===== src/rtl/gbdt_sched_pkg.sv =====
// Shared state encoding, lane geometry and lane types for the GBDT feature-store scheduler.
package gbdt_sched_pkg;

   typedef enum logic [2:0] {
      IDLE  = 3'd0,
      ARMED = 3'd1,
      LOAD  = 3'd2,
      READY = 3'd3,
      DRAIN = 3'd4
   } sched_state_e;

   localparam int NUM_LANES     = 8;
   localparam int IDX_W         = 8;
   localparam int FEAT_W        = 9;
   localparam int LANE_IDX_BITS = NUM_LANES * IDX_W;
   localparam int LANE_VAL_BITS = NUM_LANES * FEAT_W;

   typedef logic [IDX_W-1:0]  feat_idx_t;
   typedef logic [FEAT_W-1:0] feat_val_t;
   typedef feat_idx_t lane_idx_t [NUM_LANES];
   typedef feat_val_t lane_val_t [NUM_LANES];

endpackage


===== src/rtl/gbdt_rr_arbiter.sv =====
// Round-robin arbiter: search starts one past the last winner; the pointer moves only on a grant.
module gbdt_rr_arbiter
   import gbdt_sched_pkg::*;
#(
   parameter int N = 4,
   parameter int W = $clog2(N)
) (
   input  logic         gbdt_clk,
   input  logic         gbdt_rst,
   input  logic [N-1:0] req,
   input  logic         en,
   output logic [N-1:0] gnt,
   output logic [W-1:0] win
);

   logic [W-1:0] ptr;
   logic [W-1:0] cand;
   logic         found;

   always_comb begin
      gnt   = '0;
      win   = '0;
      cand  = '0;
      found = 1'b0;
      for (int i = 1; i <= N; i++) begin
         cand = W'((int'(ptr) + i) % N);
         if (en && !found && req[cand]) begin
            found     = 1'b1;
            gnt[cand] = 1'b1;
            win       = cand;
         end
      end
   end

   // Reset parks the pointer on the last requester so requester 0 wins first.
   always_ff @(posedge gbdt_clk) begin
      if (gbdt_rst) begin
         ptr <= W'(N - 1);
      end else if (found) begin
         ptr <= win;
      end
   end

endmodule


===== src/rtl/gbdt_feature_sched.sv =====
// Sequences feature-store sample loads and shares its 8-lane read port among tree engines.
// Optional load watchdog enabled by defining LOAD_TIMEOUT_EN.
module gbdt_feature_sched
   import gbdt_sched_pkg::*;
#(
   parameter int NUM_REQ    = 4,
   parameter int CYCLES_NUM = 16,
   parameter int TIMEOUT    = 255
) (
   input  logic                              gbdt_clk,
   input  logic                              gbdt_rst,
   input  logic                              load_req,
   input  logic                              dma_valid,
   output logic                              fs_start,
   output logic [LANE_IDX_BITS-1:0]          fs_features_nums,
   input  logic [LANE_VAL_BITS-1:0]          fs_features_vals,
   output logic                              load_busy,
   output logic                              load_done,
   output logic                              load_err,
   input  logic [NUM_REQ-1:0]                rd_req,
   input  logic [NUM_REQ*LANE_IDX_BITS-1:0]  rd_nums,
   output logic [NUM_REQ-1:0]                rd_gnt,
   output logic [NUM_REQ-1:0]                rd_vld,
   output logic [LANE_VAL_BITS-1:0]          rd_vals
);

   localparam int CNT_W = $clog2(CYCLES_NUM + 1);
   localparam int RW    = $clog2(NUM_REQ);

   localparam logic [2:0] S_IDLE  = IDLE;
   localparam logic [2:0] S_ARMED = ARMED;
   localparam logic [2:0] S_LOAD  = LOAD;
   localparam logic [2:0] S_READY = READY;
   localparam logic [2:0] S_DRAIN = DRAIN;

   logic [2:0]               state, state_nx;
   logic [CNT_W-1:0]         beat_cnt, beat_nx;
   logic                     done_nx;
   logic                     arb_en;
   logic [NUM_REQ-1:0]       gnt;
   logic [RW-1:0]            win;
   logic [NUM_REQ-1:0]       vld_p0, vld_p1;
   logic [LANE_IDX_BITS-1:0] nums_p0;
   logic [LANE_VAL_BITS-1:0] vals_p1;

`ifdef LOAD_TIMEOUT_EN
   localparam int WD_W = $clog2(TIMEOUT + 1);
   logic [WD_W-1:0] wd, wd_nx;
   logic            err_nx, err_q;
`endif

   function automatic logic [CNT_W-1:0] beat_inc(input logic [CNT_W-1:0] c);
      beat_inc = (c == CNT_W'(CYCLES_NUM)) ? c : c + 1'b1;
   endfunction

   always_comb begin
      state_nx = state;
      beat_nx  = beat_cnt;
      done_nx  = 1'b0;
      arb_en   = 1'b0;
      case (state)
         S_IDLE:  if (load_req) state_nx = S_ARMED;
         S_ARMED: if (dma_valid) begin
            state_nx = S_LOAD;
            beat_nx  = '0;
         end
         S_LOAD:  if (dma_valid) begin
            beat_nx = beat_inc(beat_cnt);
            if (beat_nx == CNT_W'(CYCLES_NUM)) begin
               state_nx = S_READY;
               done_nx  = 1'b1;
            end
         end
         // A load request in READY pre-empts any read request of the same cycle.
         S_READY: if (load_req) state_nx = S_DRAIN;
                  else          arb_en   = 1'b1;
         S_DRAIN: if (~|vld_p0 && ~|vld_p1) state_nx = S_ARMED;
         default: state_nx = S_IDLE;
      endcase
`ifdef LOAD_TIMEOUT_EN
      wd_nx  = '0;
      err_nx = 1'b0;
      if ((state == S_ARMED || state == S_LOAD) && !dma_valid) begin
         if (wd == WD_W'(TIMEOUT - 1)) begin
            err_nx   = 1'b1;
            state_nx = S_IDLE;
         end else begin
            wd_nx = wd + 1'b1;
         end
      end
`endif
   end

   gbdt_rr_arbiter #(.N(NUM_REQ)) u_arb (
      .gbdt_clk (gbdt_clk),
      .gbdt_rst (gbdt_rst),
      .req      (rd_req),
      .en       (arb_en),
      .gnt      (gnt),
      .win      (win)
   );

   always_ff @(posedge gbdt_clk) begin
      if (gbdt_rst) begin
         state     <= S_IDLE;
         beat_cnt  <= '0;
         load_done <= 1'b0;
         vld_p0    <= '0;
         vld_p1    <= '0;
`ifdef LOAD_TIMEOUT_EN
         wd        <= '0;
         err_q     <= 1'b0;
`endif
      end else begin
         state     <= state_nx;
         beat_cnt  <= beat_nx;
         load_done <= done_nx;
         vld_p0    <= gnt;
         vld_p1    <= vld_p0;
`ifdef LOAD_TIMEOUT_EN
         wd        <= wd_nx;
         err_q     <= err_nx;
`endif
      end
   end

   // Stage p0: winner's indices drive the store; held while no grant.
   always_ff @(posedge gbdt_clk) begin
      if (gbdt_rst) begin
         nums_p0 <= '0;
      end else if (|gnt) begin
         nums_p0 <= rd_nums[int'(win)*LANE_IDX_BITS +: LANE_IDX_BITS];
      end
   end

   // Stage p1: capture the store readout for the requester granted one cycle earlier.
   always_ff @(posedge gbdt_clk) begin
      if (gbdt_rst) begin
         vals_p1 <= '0;
      end else if (|vld_p0) begin
         vals_p1 <= fs_features_vals;
      end
   end

   assign fs_start         = (state == S_ARMED);
   assign load_busy        = (state == S_ARMED) || (state == S_LOAD) || (state == S_DRAIN);
   assign rd_gnt           = gnt;
   assign rd_vld           = vld_p1;
   assign fs_features_nums = nums_p0;
   assign rd_vals          = vals_p1;

`ifdef LOAD_TIMEOUT_EN
   assign load_err = err_q;
`else
   // No watchdog in this build: TIMEOUT has no effect and the comparison is constant 0.
   assign load_err = (TIMEOUT < 0);
`endif

endmodule

===== config.mk =====
export PLATFORM = sky130hd
export DESIGN_NAME = gbdt_feature_sched
export DESIGN_NICKNAME = d
export VERILOG_FILES = /design/src/rtl/gbdt_sched_pkg.sv /design/src/rtl/gbdt_rr_arbiter.sv /design/src/rtl/gbdt_feature_sched.sv
export SDC_FILE = /design/constraint.sdc
export NUM_CORES = 1
export LEC_CHECK = 0
export BUFFER_PORTS_ARGS = -buffer_cell sky130_fd_sc_hd__buf_4
export CELL_PAD_IN_SITES_DETAIL_PLACEMENT = 0
export CELL_PAD_IN_SITES_GLOBAL_PLACEMENT = 1
export CORE_AREA = 2 2 190 192
export CTS_BUF_LIST = sky130_fd_sc_hd__clkbuf_2 sky130_fd_sc_hd__clkbuf_4 sky130_fd_sc_hd__clkbuf_8
export DETAILED_ROUTE_END_ITERATION = 6
export DIE_AREA = 0 0 192 194
export MAX_ROUTING_LAYER = met4
export PLACE_DENSITY_LB_ADDON = 0.1
export SLEW_MARGIN = 15
export SYNTH_ARGS = -nofsm -noshare
export SYNTH_HDL_FRONTEND = slang
export SYNTH_HIERARCHICAL = 1
export SYNTH_SLANG_ARGS = --single-unit

===== constraint.sdc =====
create_clock -name gbdt_clk -period 3.6 [get_ports gbdt_clk]
set_input_delay 0.36 -clock gbdt_clk [delete_from_list [all_inputs] [get_ports gbdt_clk]]
set_output_delay 0.36 -clock gbdt_clk [all_outputs]
set_load 0.01 [all_outputs]

Word level (Yosys, flattened, before mapping)
Index checks and enable logic that the tools add are counted.
W data, S select, Z words.
{"block": "classes", "addsub": 5, "n_lt_le_gt_ge": 8, "n_eq_ne": 12, "n_shift": 1, "mux": 42, "bitwise": 5, "n_reduce_logical": 27}
{"operator": "$shiftx A256 B9 Y64", "count": 1}
{"operator": "$mux W3", "count": 6}
{"operator": "$mux W4", "count": 4}
{"operator": "$mux W1", "count": 15}
{"operator": "$mux W5", "count": 3}
{"operator": "$pmux W3 S5", "count": 1}
{"operator": "$logic_and A1 B1 Y1", "count": 12}
{"operator": "$lt A2 B3 Y1 const B", "count": 4}
{"operator": "$ne A2 B2 Y1 const B", "count": 6}
{"operator": "$or A4 B4 Y4", "count": 3}
{"operator": "$reduce_or A4 Y1", "count": 3}
{"operator": "$eq A5 B5 Y1 const B", "count": 2}
{"operator": "$pmux W5 S2", "count": 1}
{"operator": "$bmux W1 S2", "count": 4}
{"operator": "$demux W1 S2", "count": 4}
{"operator": "$ge A2 B1 Y1 const B", "count": 4}
{"operator": "$mux W2", "count": 4}
{"operator": "$eq A3 B2 Y1 const B", "count": 2}
{"operator": "$reduce_and A6 Y1", "count": 1}
{"operator": "$add A5 B1 Y5 const B", "count": 1}
{"operator": "$logic_not A1 Y1", "count": 5}
{"operator": "$add A2 B1 Y2 const B", "count": 2}
{"operator": "$add A2 B2 Y2 const B", "count": 2}
{"operator": "$eq A3 B1 Y1 const B", "count": 1}
{"operator": "7 further kinds", "count": 9}
{"block": "word_totals", "regBits": 155, "input_bits": 336, "out_inout_bits": 148}

Logic depth before layout (Yosys ltp)
Gate-level depths: netlist of the first run.
{"block": "logic_depth", "depth_word": 18, "ltp_mapped": 14}

Hierarchy
Netlist of the first run, hierarchy kept.
{"module": "gbdt_feature_sched", "instances": 1, "cells_each": 759, "area_each_um2": 6976.7, "seq_area_each_um2": 3062.9}
{"module": "gbdt_rr_arbiter", "instances": 1, "cells_each": 68, "area_each_um2": 575.6, "seq_area_each_um2": 40.0}

Least setup slack after synthesis of the first run
OpenSTA, ideal clock, no wires.
{"block": "synth_timing", "path_type": "flip-flop to flip-flop", "startpoint": "reg u_arb.ptr[0]", "endpoint": "reg nums_p0[38], in the netlist fs_features_nums[38]", "arrival_time_ps": 3114, "t_required_ps": 3468, "setup_slack_ps": 354, "path_stages_with_launch": 13, "synth_period_minus_slack_ps": 3246, "path_cell_list": "dfxtp_1 -> buf_6 -> inv_1 -> ha_1 -> mux4_2 -> and4bb_4 -> and2_1 -> a221o_1 -> or4_1 -> buf_2 -> clkbuf_1 -> nand2_1 -> a21oi_1"}
{"block": "synth_between", "elab_chain_len": 18, "elab_cells_between_ends": 58, "classes_between": "4 x add/sub; 8 x order compare; 1 x shift; 27 x mux; 3 x bitwise; 15 x reduce/logical"}
{"item": "start, declared", "line_no": "gbdt_rr_arbiter.sv:16", "source": "logic [W-1:0] ptr;"}
{"item": "start signal, assigned", "line_no": "gbdt_rr_arbiter.sv:38", "source": "ptr <= W'(N - 1);"}
{"item": "start signal, assigned", "line_no": "gbdt_rr_arbiter.sv:40", "source": "ptr <= win;"}
{"item": "parallel branches: the longest is 16 deep, another holds $lt A2 B3 Y1"}
{"item": "$mux W4 *", "line_no": "gbdt_rr_arbiter.sv:27", "source": "if (en && !found && req[cand]) begin"}
{"item": "named net rd_gnt[1]", "line_no": "gbdt_feature_sched.sv:22", "source": "output logic [NUM_REQ-1:0] rd_gnt,"}
{"item": "$reduce_or A4 Y1 *", "line_no": "gbdt_feature_sched.sv:131", "source": "end else if (|gnt) begin"}
{"item": "end signal, assigned", "line_no": "gbdt_feature_sched.sv:132", "source": "nums_p0 <= rd_nums[int'(win)*LANE_IDX_BITS +: LANE_IDX_BITS];"}
{"item": "end, declared", "line_no": "gbdt_feature_sched.sv:43", "source": "logic [LANE_IDX_BITS-1:0] nums_p0;"}
Mark *: on every way through the listed nets, which the timed path passes. The select of a mux whose other input is x is not followed.
A chain may end at the register's enable or synchronous reset.

Worst setup path after layout of the first run
{"block": "layout_timing", "startpoint": "reg u_arb.ptr[0]", "endpoint": "reg nums_p0[55], in the netlist fs_features_nums[55]"}
{"block": "layout_between", "elab_chain_len": 18, "elab_cells_between_ends": 58, "classes_between": "4 x add/sub; 8 x order compare; 1 x shift; 27 x mux; 3 x bitwise; 15 x reduce/logical"}
{"item": "$add A2 B1 Y2", "line_no": "gbdt_rr_arbiter.sv:26", "source": "cand = W'((int'(ptr) + i) % N);"}
{"item": "$bmux W1 S2", "line_no": "gbdt_rr_arbiter.sv:27"}
{"item": "$mux W1 (not written as such)", "line_no": "gbdt_rr_arbiter.sv:27"}
{"item": "$logic_and A1 B1 Y1", "line_no": "gbdt_rr_arbiter.sv:27"}
{"item": "$mux W1", "line_no": "gbdt_rr_arbiter.sv:27"}
{"item": "$logic_not A1 Y1", "line_no": "gbdt_rr_arbiter.sv:27"}
{"item": "$logic_and A1 B1 Y1 (2 in series)", "line_no": "gbdt_rr_arbiter.sv:27"}
{"item": "$mux W1", "line_no": "gbdt_rr_arbiter.sv:27"}
{"item": "$logic_not A1 Y1", "line_no": "gbdt_rr_arbiter.sv:27"}
{"item": "$logic_and A1 B1 Y1 (2 in series)", "line_no": "gbdt_rr_arbiter.sv:27"}
{"item": "$mux W1", "line_no": "gbdt_rr_arbiter.sv:27"}
{"item": "$logic_not A1 Y1", "line_no": "gbdt_rr_arbiter.sv:27"}
{"item": "$logic_and A1 B1 Y1 (2 in series)", "line_no": "gbdt_rr_arbiter.sv:27"}
{"item": "$mux W2 *", "line_no": "gbdt_rr_arbiter.sv:27"}
{"item": "named net win[1]", "line_no": "gbdt_feature_sched.sv:41", "source": "logic [RW-1:0] win;"}
{"item": "$shiftx A256 B9 Y64 *", "line_no": "gbdt_feature_sched.sv:132"}
Mark *: on every way through the listed nets, which the timed path passes. The rest lies on a longest branch. The select of a mux whose other input is x is not followed.

==> summary.md, run 1 <==
| Metric | Value |
|---|---|
| Critical path peak fanout | `45` |
| Yosys top cell by area | `dfxtp_1` |
| Mapped Nets | `1173` |
| Dominant synthesized flop cell | `dfxtp_1` |
| Port buffer count | `482` |
| Placed Area | `11700 µm²` |
| Chip width | `192 µm` |
| Clock power frac | `35.5%` |
| Worst Slack Setup Final | `0.178 ns` |
| Core area | `35200 µm²` |
| Yosys cell types | `51` |
| FFs w/ async S/R, synth | `0%` |
| Place WS | `0.225 ns` |
| CP Class | `reg -> reg` |
| Crit. End Element | `flip-flop` |
| GRT Util Overall | `18.5%` |
| Cell Pwr Density | `308 nW/µm²` |
| Run status | `finished, final reports clean` |
| Clk Latency, worst-skew pair | `0.47 ns` |
| Syn_area_per_cell | `9.13 µm²` |
| FILL cells | `3752` |
| Seq pwr share | `47.7%` |
| VDD IR max | `187 µV` |
| Hold_ws | `0.140 ns` |
| Slew Viols, Final | `0` |
| Synthesized flop and latch total | `155` |
| Critical Path RT | `3.90 ns` |
| Most used cell, CP | `mux4_2` |
| Slowest-stage cell, CP | `nor4_4` |
| CTS Buffer Depth | `2` |
| CTS sink cnt | `155` |
| Largest net degree at the start of global routing | `86` |
| Synth area leaders | `dfxtp_1 41%, mux4_2 20%, nand2_1 14%, a21oi_1 9.4%, clkbuf_1 1.7%` |
| First-pass GRT wire length | `49700 µm` |
| Row cnt | `69` |
| # H-tree levels | `4` |
| Layout cells sized above 1 | `47.4%` |
| Synth Cell Area | `7550 µm²` |
| GP Congestion | `0.870` |
| Switching Share | `27.7%` |
| Final Hold Fails | `0` |
| Starting Density | `21.4%` |
| Clock period minus worst slack | `3.42 ns` |
| Sw Pwr | `1030 µW` |
| Seq/Total Area, Yosys | `41.1%` |
| Final Setup Violations | `0` |
| YS warnings | `6` |
| RSZ-0062 raised after global routing | `false` |
| CP cell instances | `inv_1, ha_1, mux4_2, nor4_4, mux2i_4, buf_12, buf_4, mux4_2, nand2_1, a21oi_1` |
| Grt ovf | `0` |
| Register area | `3100 µm²` |
| Hold crit path type | `in -> reg` |
| Slew @ Worst Pin | `1.03 ns` |
| HPWL after DPL | `26700 µm` |
| LEAKAGE | `0.00500 µW` |
| Pint | `2680 µW` |
| Max-cap violation count | `0` |
| Final ANT Viol Nets | `0` |
| CTS Buf Count | `17` |
| DRT Pass-1 Iters | `4` |
| Total power | `3710 µW` |
| CP max stage delay | `0.53 ns` |
| Final WL | `34500 µm` |
| Number of remaining DRC errors | `0` |
| Relative slew slack | `31.4%` |
| Post-route cell area | `12100 µm²` |
| Final Cycle Share | `95.1%` |
| PostCTS Resize Cnt | `0` |
| Hold Buf Count CTS | `0` |
| FMAX | `292 MHz` |
| Clk slew on worst S/H paths | `0.10 ns` |
| Top-Level Pins | `484` |
| Clock root cell | `clkbuf_8` |
| Cells after Synth | `827` |
| Clock Skews | `0.0197 ns` |
| Worst Setup Start Kind | `flip-flop` |
| Synthesis-to-layout area growth | `59.9%` |
| Post-synth EDFFs | `0` |
| Worst Path Arrival | `3.72 ns` |
| Number of global-route vias before repair | `7815` |
| Initial DRC Count | `280` |
| Multi-input gate area | `4140 µm²` |
| Logic pwr share | `16.9%` |
| Post-CTS setup buffers | `0` |
| TritonCTS clock tree | `yes` |
| Vias per Instance | `4.45` |
| Chip height | `194 µm` |
| DIE AREA | `37200 µm²` |
| Setup TNS | `0 ns` |
| Initial antenna violation count | `2` |
| Synth top area share | `41.1%` |
| Routed length per instance | `19.7 µm` |
| Nets@finish | `1625` |
| Routed vias | `7806` |
-- metal layers --
metal  vias to the layer above  GRT usage, %  part of all wire, %
li1                       3777             -                    -
met1                      3687          21.8                   41
met2                       333          30.4                   49
met3                         9          6.23                  9.1
met4                         0          4.01                 0.58
met5                         -             -                    0
-- synthesized netlist by cell type, types with 2 or more instances --
cell        n
nand2_1   287
mux4_2     67
nor4_4      2
dfxtp_1   155
clkbuf_1   34
nand3_1     5
buf_6       2
and3_1      2
a22o_1      2
nor2_1      9
nand2b_1    4
buf_4       7
o21ai_0     7
a21oi_1   142
nor2b_1    11
inv_1       9
buf_1       9
mux2i_1     5
o31ai_1     2
buf_2      14
and2_1      4
o21bai_1    2
or3b_2      2
or4_1       3
a221o_1     4
xor2_1      2
ha_1       10
o211ai_2    2
-- cell families after synthesis --
group	count (synthesis)	share of synthesized area (%)
AO/OA/AOI/OAI	172	12.6
buffers and inverters	76	4.57
other	1	0.0497
multiplexers	72	20.6
XOR/XNOR	3	0.447
AND/OR/NAND/NOR	338	19.0
adder cells (fa/ha/maj)	10	1.66
flip-flops	155	41.1
-- placed cells by master, fill, tap and decap left out, types with 5 or more instances in the layout --
master,n
a21oi_1,141
nand3_1,5
dfxtp_1,155
buf_12,7
ha_1,10
inv_6,5
clkbuf_8,17
inv_1,9
buf_4,493
nor2b_1,11
mux4_2,67
nand2_1,287
o21ai_0,7
nor2_1,9
-- sequential cells by signal (all words and copies together), names as in the netlist --
register          count
beat_cnt              5
fs_features_nums     64
load_done             1
rd_vals              72
rd_vld                4
state                 3
u_arb/ptr             2
vld_p0                4
-- critical path: cells and delay by family (launching register included) --
family	cells	cell delay, ns
multiplexers	3	1.14
buffers and inverters	3	0.61
AND/OR/NAND/NOR	2	0.61
adder cells (fa/ha/maj)	1	0.42
flip-flops	1	0.34
AO/OA/AOI/OAI	1	0.06
-- through the flow --
step | std cells | utilization [%]
6_report | 1755 | 34.3
5_1_grt | 1755 | 34.3
4_1_cts | 1753 | 34.3
3_5_place_dp | 1721 | 33.2
3_3_place_gp | 1721 | 33.2
2_1_floorplan | 827 | -
-- final timing paths --
kind                                                   startpoint  cells after the start  slack, ns                                end
worst max register to register          u_arb/ptr[0]$_SDFFE_PP1P_                     10       0.18  fs_features_nums[55]$_SDFFE_PP0P_
worst min-delay path                         fs_features_vals[30]                      3       0.14           rd_vals[30]$_SDFFE_PP0N_
worst min register to register  fs_features_nums[61]$_SDFFE_PP0P_                      2       0.45  fs_features_nums[61]$_SDFFE_PP0P_
worst max-delay path                    u_arb/ptr[0]$_SDFFE_PP1P_                     10       0.18  fs_features_nums[55]$_SDFFE_PP0P_
-- layout make-up --
type,count,area share (%)
clock buffers,17,1.94
diodes,2,0.0415
inverters,9,0.280
clock inverters,15,1.15
flip-flops and latches,155,25.7
multi-input cells,596,34.3
well taps,461,4.78
repair buffers,500,31.8
-- power by group through the flow --
stage          logic, µW  clock network (µW)  registers, µW
6_report             626                1320           1770
3_5_place_dp         635                   0           1810
2_1_floorplan        238                   0           1810
4_1_cts              636                1390           1770
5_1_grt              680                1450           1780
3_3_place_gp         635                   0           1810
No activity file was read; power rests on OpenSTA's default activity.
==> run 2, diff against run 1 <==
--- a/config.mk
+++ b/config.mk
@@ -5,13 +5,15 @@
 export SDC_FILE = /design/constraint.sdc
 export NUM_CORES = 1
 export LEC_CHECK = 0
+export ABC_AREA = 1
 export BUFFER_PORTS_ARGS = -buffer_cell sky130_fd_sc_hd__buf_4
 export CELL_PAD_IN_SITES_DETAIL_PLACEMENT = 0
 export CELL_PAD_IN_SITES_GLOBAL_PLACEMENT = 1
-export CORE_AREA = 2 2 190 192
+export CORE_AREA = 2 2 187 189
 export CTS_BUF_LIST = sky130_fd_sc_hd__clkbuf_2 sky130_fd_sc_hd__clkbuf_4 sky130_fd_sc_hd__clkbuf_8
 export DETAILED_ROUTE_END_ITERATION = 6
-export DIE_AREA = 0 0 192 194
+export DIE_AREA = 0 0 189 191
+export GPL_TIMING_DRIVEN = 0
 export MAX_ROUTING_LAYER = met4
 export PLACE_DENSITY_LB_ADDON = 0.1
 export SLEW_MARGIN = 15
==> summary.md, run 2 <==
| Metric | Value |
|---|---|
| Layout cells sized above 1 | `36.0% (was 47.4%)` |
| Slowest-stage cell, CP | `dfxtp_4 (was nor4_4)` |
| Commonest cells after routing, fill and taps aside | `491 x buf_4, 296 x nor2_1, 182 x o21ai_0 (was 493 x buf_4, 287 x nand2_1, 155 x dfxtp_1)` |
| Grt ovf | `0 (unchanged)` |
| Row cnt | `68 (was 69)` |
| VDD IR max | `244 µV (was 187 µV)` |
| GRT Util Overall | `21.6% (was 18.5%)` |
| Largest net degree at the start of global routing | `17 (was 86)` |
| Clk slew on worst S/H paths | `0.10 ns (about the same)` |
| CP Class | `reg -> reg (unchanged)` |
| Cell Pwr Density | `418 nW/µm² (was 308 nW/µm²)` |
| TritonCTS clock tree | `yes (unchanged)` |
| Dominant synthesized flop cell | `dfxtp_1 (unchanged)` |
| Clock root cell | `clkbuf_8 (unchanged)` |
| Vias per Instance | `4.50 (was 4.45)` |
| Most used cell, CP | `inv_1 (was mux4_2)` |
| FFs w/ async S/R, synth | `0% (unchanged)` |
| Slew @ Worst Pin | `0.702 ns (was 1.03 ns)` |
| Placed Cells | `2033 (was 1721)` |
| Seq pwr share | `38.2% (was 47.7%)` |
| Synth area leaders | `dfxtp_1 39%, nor2_1 14%, o21ai_0 12%, mux2i_1 8.0%, o221ai_1 7.0% (was dfxtp_1 41%, mux4_2 20%, nand2_1 14%, a21oi_1 9.4%, clkbuf_1 1.7%)` |
| CP max stage delay | `0.43 ns (was 0.53 ns)` |
| Register area | `3110 µm² (was 3100 µm²)` |
| Final ANT Viol Nets | `0 (unchanged)` |
| LEAKAGE | `0.00632 µW (was 0.00500 µW)` |
| Clock period minus worst slack | `3.20 ns (was 3.42 ns)` |
| FILL cells | `3725 (was 3752)` |
| DRT Pass-1 Iters | `5 (was 4)` |
| Clock Skews | `0.00925 ns (was 0.0197 ns)` |
| Final Hold Fails | `0 (unchanged)` |
| Largest register FFs | `72 (unchanged)` |
| CP cell instances | `inv_2, ha_1, inv_1, nand3_2, nand2_2, nand2_1, nor2_4, nor2_2, nand3_1, nand4_1, inv_1, nand4_1, buf_4, buf_2, clkbuf_4, o221ai_1, inv_1 (was inv_1, ha_1, mux4_2, nor4_4, mux2i_4, buf_12, buf_4, mux4_2, nand2_1, a21oi_1)` |
| Setup TNS | `0 ns (unchanged)` |
| Clk Latency, worst-skew pair | `0.48 ns (was 0.47 ns)` |
| Number of remaining DRC errors | `0 (unchanged)` |
| Logic pwr share | `36.6% (was 16.9%)` |
| RSZ-0062 raised after global routing | `false (unchanged)` |
| Chip width | `189 µm (was 192 µm)` |
| Worst Slack Setup Final | `0.401 ns (was 0.178 ns)` |
| Critical Path RT | `3.98 ns (was 3.90 ns)` |
| Hold Buf Count CTS | `0 (unchanged)` |
| Core area | `34100 µm² (was 35200 µm²)` |
| Sw Pwr | `1910 µW (was 1030 µW)` |
| Initial DRC Count | `464 (was 280)` |
| Critical path peak fanout | `10 (was 45)` |
| Routed vias | `9314 (was 7806)` |
| Multi-input gate area | `4060 µm² (was 4140 µm²)` |
| Crit. End Element | `flip-flop (unchanged)` |
| Yosys top cell by area | `dfxtp_1 (unchanged)` |
| Starting Density | `23.3% (was 21.4%)` |
| Total power | `5260 µW (was 3710 µW)` |
| Top-Level Pins | `484 (unchanged)` |
| R2R Setup Slk | `0.40 ns (was 0.18 ns)` |
| Synth top area share | `39.0% (was 41.1%)` |
| FMAX | `313 MHz (was 292 MHz)` |
| Seq/Total Area, Yosys | `39.0% (was 41.1%)` |
| Routed length per instance | `18.9 µm (was 19.7 µm)` |
| Synthesized flop and latch total | `155 (unchanged)` |
| Final Setup Violations | `0 (unchanged)` |
| Yosys cell types | `28 (was 51)` |
| CTS sink cnt | `155 (unchanged)` |
| Worst setup endpoint | `fs_features_nums[26]$_SDFFE_PP0P_ (was fs_features_nums[55]$_SDFFE_PP0P_)` |
| Slew Viols, Final | `0 (unchanged)` |
| Syn_area_per_cell | `7.26 µm² (was 9.13 µm²)` |
| Chip height | `191 µm (was 194 µm)` |
| Reg-to-Reg Start | `u_arb/ptr[0]$_SDFFE_PP1P_ (unchanged)` |
| HPWL after DPL | `30900 µm (was 26700 µm)` |
| Switching Share | `36.4% (was 27.7%)` |
| # H-tree levels | `4 (unchanged)` |
| Cell with the most instances after synthesis | `nor2_1 (was nand2_1)` |
| Number of global-route vias before repair | `9292 (was 7815)` |
| Place WS | `-0.143 ns (was 0.225 ns)` |
| R2R cell count | `17 (was 10)` |
| Mapped Nets | `1442 (was 1173)` |
| Initial antenna violation count | `5 (was 2)` |
| GP Congestion | `0.863 (was 0.870)` |
| CTS Buffer Depth | `2 (unchanged)` |
| CP startpoint | `u_arb/ptr[0]$_SDFFE_PP1P_ (unchanged)` |
| Hold Crit Start | `fs_features_vals[58] (was fs_features_vals[30])` |
| DIE AREA | `36100 µm² (was 37200 µm²)` |
| Relative slew slack | `53.2% (was 31.4%)` |
| Port buffer count | `482 (unchanged)` |
| Final WL | `39100 µm (was 34500 µm)` |
| RR Endpoint | `fs_features_nums[26]$_SDFFE_PP0P_ (was fs_features_nums[55]$_SDFFE_PP0P_)` |
| Run status | `finished, final reports clean (unchanged)` |
| Synthesis-to-layout area growth | `58.4% (was 59.9%)` |
| Nets@finish | `1945 (was 1625)` |
| Max-cap violation count | `0 (unchanged)` |
| Most common library cells after synthesis | `297 x nor2_1, 183 x o21ai_0, 155 x dfxtp_1 (was 287 x nand2_1, 155 x dfxtp_1, 142 x a21oi_1)` |
| CTS Buf Count | `17 (unchanged)` |
| Clock power frac | `25.2% (was 35.5%)` |
| Worst Setup Start Kind | `flip-flop (unchanged)` |
| Post-synth EDFFs | `0 (unchanged)` |
| YS warnings | `6 (unchanged)` |
| Worst Path Arrival | `3.58 ns (was 3.72 ns)` |
| Cells after Synth | `1096 (was 827)` |
| Pint | `3350 µW (was 2680 µW)` |
| First-pass GRT wire length | `56700 µm (was 49700 µm)` |
| Fin cells | `2072 (was 1755)` |
| Commonest non-fill, non-tap cell in the layout | `buf_4 (unchanged)` |
| Hold crit path type | `in -> reg (unchanged)` |
| Final Cycle Share | `88.9% (was 95.1%)` |
| Synth Cell Area | `7960 µm² (was 7550 µm²)` |
[run 2: cell count changes in the layout (fill, tap and decap cells not counted), moves of 24 or more]
cell | previous run | this run
o21ai_0 | 7 | 182
inv_1 | 9 | 102
clkbuf_1 | 0 | 33
mux2i_1 | 4 | 62
nor2_1 | 9 | 296
mux4_2 | 67 | 0
nand3_1 | 5 | 29
a21oi_1 | 141 | 4
nand2_1 | 287 | 56
o221ai_1 | 1 | 64
[run 2: per-layer routing]
layer / wire length, µm / GRT usage, % / up-vias
met5: 0 / - / -
li1: - / - / 4680
met4: 932 / 7.54 / 0
met2: 19200 / 36.2 / 355
met1: 15800 / 24.3 / 4244
met3: 3080 / 6.52 / 35
[run 2: area by class of cell]
cell class | instances | share of cell area (%)
Multi-Input combinational cell | 755 | 32.2
Timing Repair Buffer | 484 | 28.8
Sequential cell | 155 | 24.7
Tap cell | 455 | 4.52
Buffer | 80 | 3.50
Inverter | 106 | 3.21
Clock buffer | 19 | 2.03
Clock inverter | 13 | 0.933
Antenna cell | 5 | 0.0993
[run 2: timing repair]
item	4_1_cts	5_1_grt
resized for setup	5	26
hold endpoints to repair	0	0
buffers inserted	0	2
setup endpoints to repair	7	60
gates cloned	0	0
[run 2: logic make-up (layout without fill, tap and decap cells)]
| group | count (synthesis) | after routing | synth area share [%] |
|---|---|---|---|
| XOR/XNOR | 1 | 1 | 0.110 |
| AO/OA/AOI/OAI | 276 | 276 | 20.5 |
| AND/OR/NAND/NOR | 403 | 403 | 20.4 |
| adder cells (fa/ha/maj) | 10 | 10 | 1.57 |
| buffers and inverters | 186 | 702 | 10.3 |
| other | 1 | 6 | 0.0471 |
| multiplexers | 64 | 64 | 8.05 |
| flip-flops | 155 | 155 | 39.0 |
[run 2: worst min path at each step]
stage / slack [ns] / end / cells past startpoint
5_1_grt: 0.06 / rd_vals[63]$_SDFFE_PP0N_ / 3
2_1_floorplan: 0.40 / rd_vld[0]$_SDFF_PP0_ / 2
6_report: 0.09 / rd_vals[58]$_SDFFE_PP0N_ / 3
4_1_cts: 0.04 / rd_vals[58]$_SDFFE_PP0N_ / 3
3_5_place_dp: 0.42 / rd_vld[1]$_SDFF_PP0_ / 2
3_3_place_gp: 0.42 / rd_vld[0]$_SDFF_PP0_ / 2
[run 2: through the flow]
stage,utilization [%],instance area [µm²],hold slack [ns]
floorplan,-,7960,0.403
global placement,35.6,12100,0.417
detailed placement,35.6,12100,0.422
CTS,36.7,12500,0.0410
global route,36.9,12600,0.0562
finish,36.9,12600,0.0912
[run 2: critical path: cells and delay by family (launching register included)]
family	cells	cell delay [ns]
flip-flops	1	0.43
AO/OA/AOI/OAI	1	0.20
adder cells (fa/ha/maj)	1	0.39
buffers and inverters	7	1.12
AND/OR/NAND/NOR	8	0.94
[run 2: power groups by stage]
stage          Sequential (µW)  Combinational (µW)  Clock [µW]
2_1_floorplan             2100                 918           0
3_3_place_gp              2040                1940           0
3_5_place_dp              2050                1930           0
4_1_cts                   2010                1940        1390
5_1_grt                   2030                2120        1440
6_report                  2010                1930        1320
